--- src/rtl/token_ctrl_pkg.sv ---
// rtl/token_ctrl_pkg.sv - shared state encoding, default widths and counter sizing for token_access_controller
package token_ctrl_pkg;

  localparam int DEF_TOKEN_W = 3;
  localparam int DEF_DATA_W  = 8;

  typedef enum logic [2:0] {
    ST_IDLE   = 3'd0,
    ST_AUTH   = 3'd1,
    ST_ARMED  = 3'd2,
    ST_EVAL   = 3'd3,
    ST_DONE   = 3'd4,
    ST_LOCKED = 3'd5
  } state_t;

  // Bits needed to hold values 0..n-1, never less than one bit.
  function automatic int cnt_width(input int n);
    return (n < 2) ? 1 : $clog2(n);
  endfunction

endpackage

--- src/rtl/data_reg.sv ---
// rtl/data_reg.sv - load-enabled data register with synchronous active-high clear
module data_reg
  import token_ctrl_pkg::*;
#(
  parameter int DATA_W = DEF_DATA_W
) (
  input  logic              clock,
  input  logic              clear,
  input  logic              load,
  input  logic [DATA_W-1:0] d,
  output logic [DATA_W-1:0] q
);

  always_ff @(posedge clock) begin
    if (clear) begin
      q <= '0;
    end else if (load) begin
      q <= d;
    end
  end

endmodule

--- src/rtl/token_access_controller.sv ---
// rtl/token_access_controller.sv - token-authenticated request controller classifying one time_data sample into P or Q
module token_access_controller
  import token_ctrl_pkg::*;
#(
  parameter int                TOKEN_W     = DEF_TOKEN_W,
  parameter int                DATA_W      = DEF_DATA_W,
  parameter logic [DATA_W-1:0] MATCH_MASK  = DATA_W'('h0F),
  parameter logic [DATA_W-1:0] MATCH_VAL   = DATA_W'('h0F),
  parameter int                MAX_TRIES   = 3,
  parameter int                TIMEOUT_CYC = 16,
  parameter int                LOCK_CYC    = 8
) (
  input  logic               clock,
  input  logic               reset,
  input  logic               request,
  input  logic               confirm,
  input  logic [TOKEN_W-1:0] user_token,
  input  logic [TOKEN_W-1:0] system_token,
  input  logic [DATA_W-1:0]  time_data,
  output logic [DATA_W-1:0]  data_p,
  output logic [DATA_W-1:0]  data_q,
  output logic               p_valid,
  output logic               q_valid,
  output logic               timeout,
  output logic               locked,
  output logic               busy
);

  localparam int TIMER_W = cnt_width(TIMEOUT_CYC);
  localparam int LOCK_W  = cnt_width(LOCK_CYC + 1);
  localparam int TRY_W   = cnt_width(MAX_TRIES + 1);

  localparam logic [TIMER_W-1:0] TIMER_LAST = TIMER_W'(TIMEOUT_CYC - 1);
  localparam logic [LOCK_W-1:0]  LOCK_LAST  = LOCK_W'(LOCK_CYC - 1);
  localparam logic [TRY_W-1:0]   TRY_LAST   = TRY_W'(MAX_TRIES - 1);

  state_t             state, state_d;
  logic [TIMER_W-1:0] timer, timer_d;
  logic [LOCK_W-1:0]  lock_cnt, lock_d;
  logic [TRY_W-1:0]   try_cnt, try_d;
  logic               confirm_q;
  logic               confirm_edge;
  logic               tokens_equal;
  logic               match;
  logic               load_p, load_q, timeout_d;

  assign confirm_edge = confirm & ~confirm_q;
  assign tokens_equal = (user_token == system_token);
  assign match        = ((time_data & MATCH_MASK) == MATCH_VAL);

  always_ff @(posedge clock) begin
    if (reset) begin
      state     <= ST_IDLE;
      timer     <= '0;
      lock_cnt  <= '0;
      try_cnt   <= '0;
      confirm_q <= 1'b0;
      p_valid   <= 1'b0;
      q_valid   <= 1'b0;
      timeout   <= 1'b0;
      locked    <= 1'b0;
      busy      <= 1'b0;
    end else begin
      state     <= state_d;
      timer     <= timer_d;
      lock_cnt  <= lock_d;
      try_cnt   <= try_d;
      confirm_q <= confirm;
      p_valid   <= load_p;
      q_valid   <= load_q;
      timeout   <= timeout_d;
      locked    <= (state_d == ST_LOCKED);
      busy      <= (state_d != ST_IDLE);
    end
  end

  always_comb begin
    state_d   = state;
    timer_d   = timer;
    lock_d    = lock_cnt;
    try_d     = try_cnt;
    load_p    = 1'b0;
    load_q    = 1'b0;
    timeout_d = 1'b0;
    case (state)
      ST_IDLE: begin
        if (request) begin
          state_d = ST_AUTH;
          timer_d = '0;
        end
      end
      ST_AUTH: begin
        if (!request) begin
          state_d = ST_IDLE;
        end else if (confirm_edge) begin
          if (tokens_equal) begin
            state_d = ST_ARMED;
            try_d   = '0;
            timer_d = '0;
          end else if (try_cnt == TRY_LAST) begin
            state_d = ST_LOCKED;
            try_d   = '0;
            lock_d  = '0;
          end else begin
            try_d   = try_cnt + TRY_W'(1);
            timer_d = '0;
          end
        end else if (timer == TIMER_LAST) begin
          state_d   = ST_IDLE;
          timeout_d = 1'b1;
        end else begin
          timer_d = timer + TIMER_W'(1);
        end
      end
      ST_ARMED: begin
        if (!request) begin
          state_d = ST_IDLE;
        end else if (confirm_edge) begin
          state_d = ST_EVAL;
        end else if (timer == TIMER_LAST) begin
          state_d   = ST_IDLE;
          timeout_d = 1'b1;
        end else begin
          timer_d = timer + TIMER_W'(1);
        end
      end
      ST_EVAL: begin
        // A session dropped during EVAL must leave both data registers untouched.
        if (!request) begin
          state_d = ST_IDLE;
        end else begin
          load_p  = match;
          load_q  = ~match;
          state_d = ST_DONE;
        end
      end
      ST_DONE: begin
        if (!request) begin
          state_d = ST_IDLE;
        end
      end
      ST_LOCKED: begin
        if (lock_cnt == LOCK_LAST) begin
          state_d = ST_IDLE;
        end else begin
          lock_d = lock_cnt + LOCK_W'(1);
        end
      end
      default: begin
        state_d = ST_IDLE;
      end
    endcase
  end

  data_reg #(.DATA_W(DATA_W)) u_reg_p (
    .clock (clock),
    .clear (reset),
    .load  (load_p),
    .d     (time_data),
    .q     (data_p)
  );

  data_reg #(.DATA_W(DATA_W)) u_reg_q (
    .clock (clock),
    .clear (reset),
    .load  (load_q),
    .d     (time_data),
    .q     (data_q)
  );

endmodule

--- config.mk ---
export PLATFORM = sky130hd
export DESIGN_NAME = token_access_controller
export DESIGN_NICKNAME = d
export VERILOG_FILES = /design/src/rtl/token_ctrl_pkg.sv /design/src/rtl/data_reg.sv /design/src/rtl/token_access_controller.sv
export SDC_FILE = /design/constraint.sdc
export NUM_CORES = 1
export LEC_CHECK = 0
export ABC_AREA = 1
export CORE_ASPECT_RATIO = 0.7
export CORE_MARGIN = 2
export CORE_UTILIZATION = 47
export CTS_BUF_LIST = sky130_fd_sc_hd__clkbuf_2
export DETAILED_ROUTE_END_ITERATION = 12
export HOLD_SLACK_MARGIN = 0.12
export PLACE_DENSITY = 0.78
export SYNTH_ARGS = -nofsm -noshare
export SYNTH_HDL_FRONTEND = slang
export SYNTH_SLANG_ARGS = --single-unit
export TNS_END_PERCENT = 50
--- constraint.sdc ---
create_clock -name clock -period 1.5 [get_ports clock]
set_input_delay 0.45 -clock clock [delete_from_list [all_inputs] [get_ports clock]]
set_output_delay 0.45 -clock clock [all_outputs]
set_load 0.05 [all_outputs]
==> results.json, run 1 <==
{
  "outcome": "finished clean",
  "dr_total_vias": 1759,
  "arrival_ns": 0.97,
  "path_class": "register to output pin",
  "grt_pass1_vias": 1572,
  "drc": 0,
  "wirelength_um": 4180,
  "skew_ns": 0.0209,
  "n_antenna_cell": 0,
  "cp_top_family": "flip-flops",
  "cts_hold_buf": 0,
  "crit_start": "u_reg_p.q[4]",
  "rsz0062_at_grt": "true",
  "ys_types": 28,
  "power_switching_w": 0.000484,
  "syn-num-nets": 268,
  "slew_headroom_pct": 74.8,
  "gp_congestion": 0.912,
  "setup_violations": 0,
  "seq_power_share_pct": 52.3,
  "grt_pass1_wl_um": 7200,
  "cp_slowest_stage_delay_ns": 0.43,
  "path_cells": "buf_12",
  "syn-cell-area_sq_mm": 0.00178,
  "synth_edf_count": 0,
  "grt_usage_pct": 21.3,
  "cp_max_fo": 2,
  "switching_share_pct": 26.4,
  "placed_cells": 347,
  "wl_per_cell_um": 11.8,
  "synth_common_cells": "nand2_1, nor2_1, dfxtp_1",
  "numPortBuffers": 38,
  "grt_max_degree": 21,
  "vias_per_cell": 4.95,
  "post-route-util_pct": 73.4,
  "finalSetupTns_ns": 0,
  "slowest_stage": "dfxtp_1",
  "fmax_mhz": 703,
  "cts-buffers-inserted": 5,
  "p_comb_share_pct": 14.0,
  "synth_area_leaders": "dfxtp_1, nand2_1, nor2_1, nand3_1, o21ai_0",
  "worst_r2r_path_depth": 10,
  "start_kind": "register",
  "synth-main-ff-cell": "dfxtp_1",
  "clock_sinks": 35,
  "yosysMostFrequentCell": "nand2_1",
  "antenna_found_initial": 0,
  "slew_viol_final": 0,
  "yosysTopAreaCellShare_pct": 39.3,
  "start_util_pct": 49.8,
  "ir_drop_mv": 0.461,
  "crit_required_ns": 1.05,
  "fp.coreArea_sq_mm": 0.00358,
  "ys_ff_latch": 35,
  "worstMarginPinSlew_ns": 0.376,
  "synthArstFlopShare_pct": 0,
  "worstReg2RegStart": "lock_cnt[1]",
  "dieArea_sq_mm": 0.00431,
  "p_total_w": 0.00183,
  "drt-initial-drc-count": 110,
  "cp-end-kind": "output pin",
  "whs_ns": 0.500,
  "antenna_left": 0,
  "period_minus_slack_ns": 1.42,
  "clockBufferDepth": 2,
  "power.leakage_nw": 1.18,
  "hold_viol_final": 0,
  "instances_no_fill": 355,
  "internal-power_w": 0.00134,
  "synthToLayoutAreaGrowth_pct": 47.5,
  "synthCells": 248,
  "cts.root.buffer_cell": "clkbuf_2",
  "syn_avg_cell_area_sq_um": 7.18,
  "hold_depth": 2,
  "tritoncts": "built",
  "cp.depth": 1,
  "clkPwrFrac_pct": 33.8,
  "clkTransAtPathRegs_ns": 0.18,
  "die_y_um": 55.5,
  "firstDrtPassIters": 4,
  "yosysWarnings": 0,
  "hold_path_class": "register to register",
  "die_x_um": 77.6,
  "final_net_count": 324,
  "critPathBufInv": 1,
  "grt_overflow_total": 0,
  "drive_gt1_share_pct": 28.9,
  "dp_hpwl_um": 3300,
  "fin_crit_sh_pct": 94.8,
  "row_count": 18,
  "clkLatencyLatePin_ns": 0.39,
  "min_from": "try_cnt[1]",
  "io_pins": 39,
  "yosysSeqAreaShare_pct": 39.3,
  "nFillCells": 270,
  "drv_cap": 0,
  "htree_num_levels": 2,
  "powerDensity_mw_per_mm2": 696,
  "synth_top_cell_by_area": "dfxtp_1"
}
-- cell usage in the layout, fill, tap and decap left out, types with 2 or more instances in the layout --
cell and instances:
a21oi_1 10, nor2_1 38, a21oi_2 3, inv_1 16, nand3_1 19, nand3_2 2, dfxtp_2 2, ha_1 2
nand4_1 3, clkdlybuf4s50_1 16, o21a_1 4, nand2_1 50, nor3_1 2, clkbuf_2 5, o21ai_0 11, nor2_4 3
nand2_2 9, o21ai_1 8, nor2_2 6, nand2_4 5, buf_12 22, dfxtp_1 33, nor2_8 2, inv_2 8
buf_4 15
-- state kept, by name, summed over array words and instances (netlist names) --
signal	flops
timeout	1
locked	1
confirm_q	1
u_reg_p.q	8
u_reg_q.q	8
state	3
lock_cnt	4
q_valid	1
p_valid	1
busy	1
timer	4
try_cnt	2
-- worst paths after layout --
path,to,slack (ns)
min,try_cnt[1],0.50
min reg2reg,try_cnt[1],0.50
max reg2reg,lock_cnt[1],0.08
max,data_p[4],0.08
-- stage by stage --
stage	cell area, sq um	worst slack, ns
4_1_cts	2610	0.0269
5_1_grt	2630	-0.00719
6_report	2630	0.0783
3_3_place_gp	2540	-0.317
2_1_floorplan	1780	0.129
3_5_place_dp	2540	-0.373
-- what timing repair did --
action,in CTS,in global routing
resized for setup,0,9
buffers inserted,0,0
setup endpoints to repair,0,12
-- cells by family (layout without fill, tap and decap cells) --
kind of cell	count (synthesis)	count (layout)	synth area share (%)
AO/OA/AOI/OAI	37	37	11.7
AND/OR/NAND/NOR	141	141	39.3
XOR/XNOR	2	2	0.983
buffers and inverters	31	88	7.30
flip-flops	35	35	39.3
adder cells (fa/ha/maj)	2	2	1.40
-- layout make-up --
type	count	area [sq um]	area share, %
Multi-Input combinational cell	182	963	36.6
Timing Repair Buffer	54	726	27.6
Sequential cell	35	703	26.7
Inverter	26	105	4.00
Tap cell	50	62.6	2.38
Clock inverter	3	43.8	1.67
Clock buffer	5	25.0	0.952
-- worst register-to-register path, cell delays in order (launching register included) --
cell and delay (ns):
dfxtp_1 0.40, ha_1 0.19, nand2_1 0.08, nor2_2 0.20, nand2_4 0.08, nand2_4 0.10
nor2_8 0.04, nand2_4 0.11, nand2_2 0.04, nand2_1 0.07, nor2_2 0.03
-- per-layer routing --
metal | vias up | wire [um] | global-route usage [%]
li1 | 902 | - | -
met1 | 797 | 1960 | 29.3
met2 | 53 | 1880 | 32.0
met3 | 7 | 299 | 6.54
met4 | 0 | 37 | 6.12
met5 | - | 0 | 0
-- power groups by stage --
stage / registers [W] / clock network [W] / logic [W]
floorplan: 0.000983 / 0 / 0.000132
CTS: 0.000955 / 0.000631 / 0.000253
detailed placement: 0.000974 / 0 / 0.000253
finish: 0.000956 / 0.000618 / 0.000255
global placement: 0.000974 / 0 / 0.000248
global route: 0.000958 / 0.000669 / 0.000280
No activity file was read; power rests on OpenSTA's default activity.
==> run 2, diff against run 1 <==
--- a/config.mk
+++ b/config.mk
@@ -10,6 +10,7 @@
 export CORE_MARGIN = 2
 export CORE_UTILIZATION = 47
 export CTS_BUF_LIST = sky130_fd_sc_hd__clkbuf_2
+export CTS_CLUSTER_SIZE = 28
 export DETAILED_ROUTE_END_ITERATION = 12
 export HOLD_SLACK_MARGIN = 0.12
 export PLACE_DENSITY = 0.78
==> results of run 2 <==
No change in the layout: final DEF, timing and power equal those of run 1.
==> run 3, diff against run 2 <==
--- a/config.mk
+++ b/config.mk
@@ -12,6 +12,7 @@
 export CTS_BUF_LIST = sky130_fd_sc_hd__clkbuf_2
 export CTS_CLUSTER_SIZE = 28
 export DETAILED_ROUTE_END_ITERATION = 12
+export GPL_TIMING_DRIVEN = 1
 export HOLD_SLACK_MARGIN = 0.12
 export PLACE_DENSITY = 0.78
 export SYNTH_ARGS = -nofsm -noshare
==> results of run 3 <==
No change in the layout: final DEF, timing and power equal those of run 1.
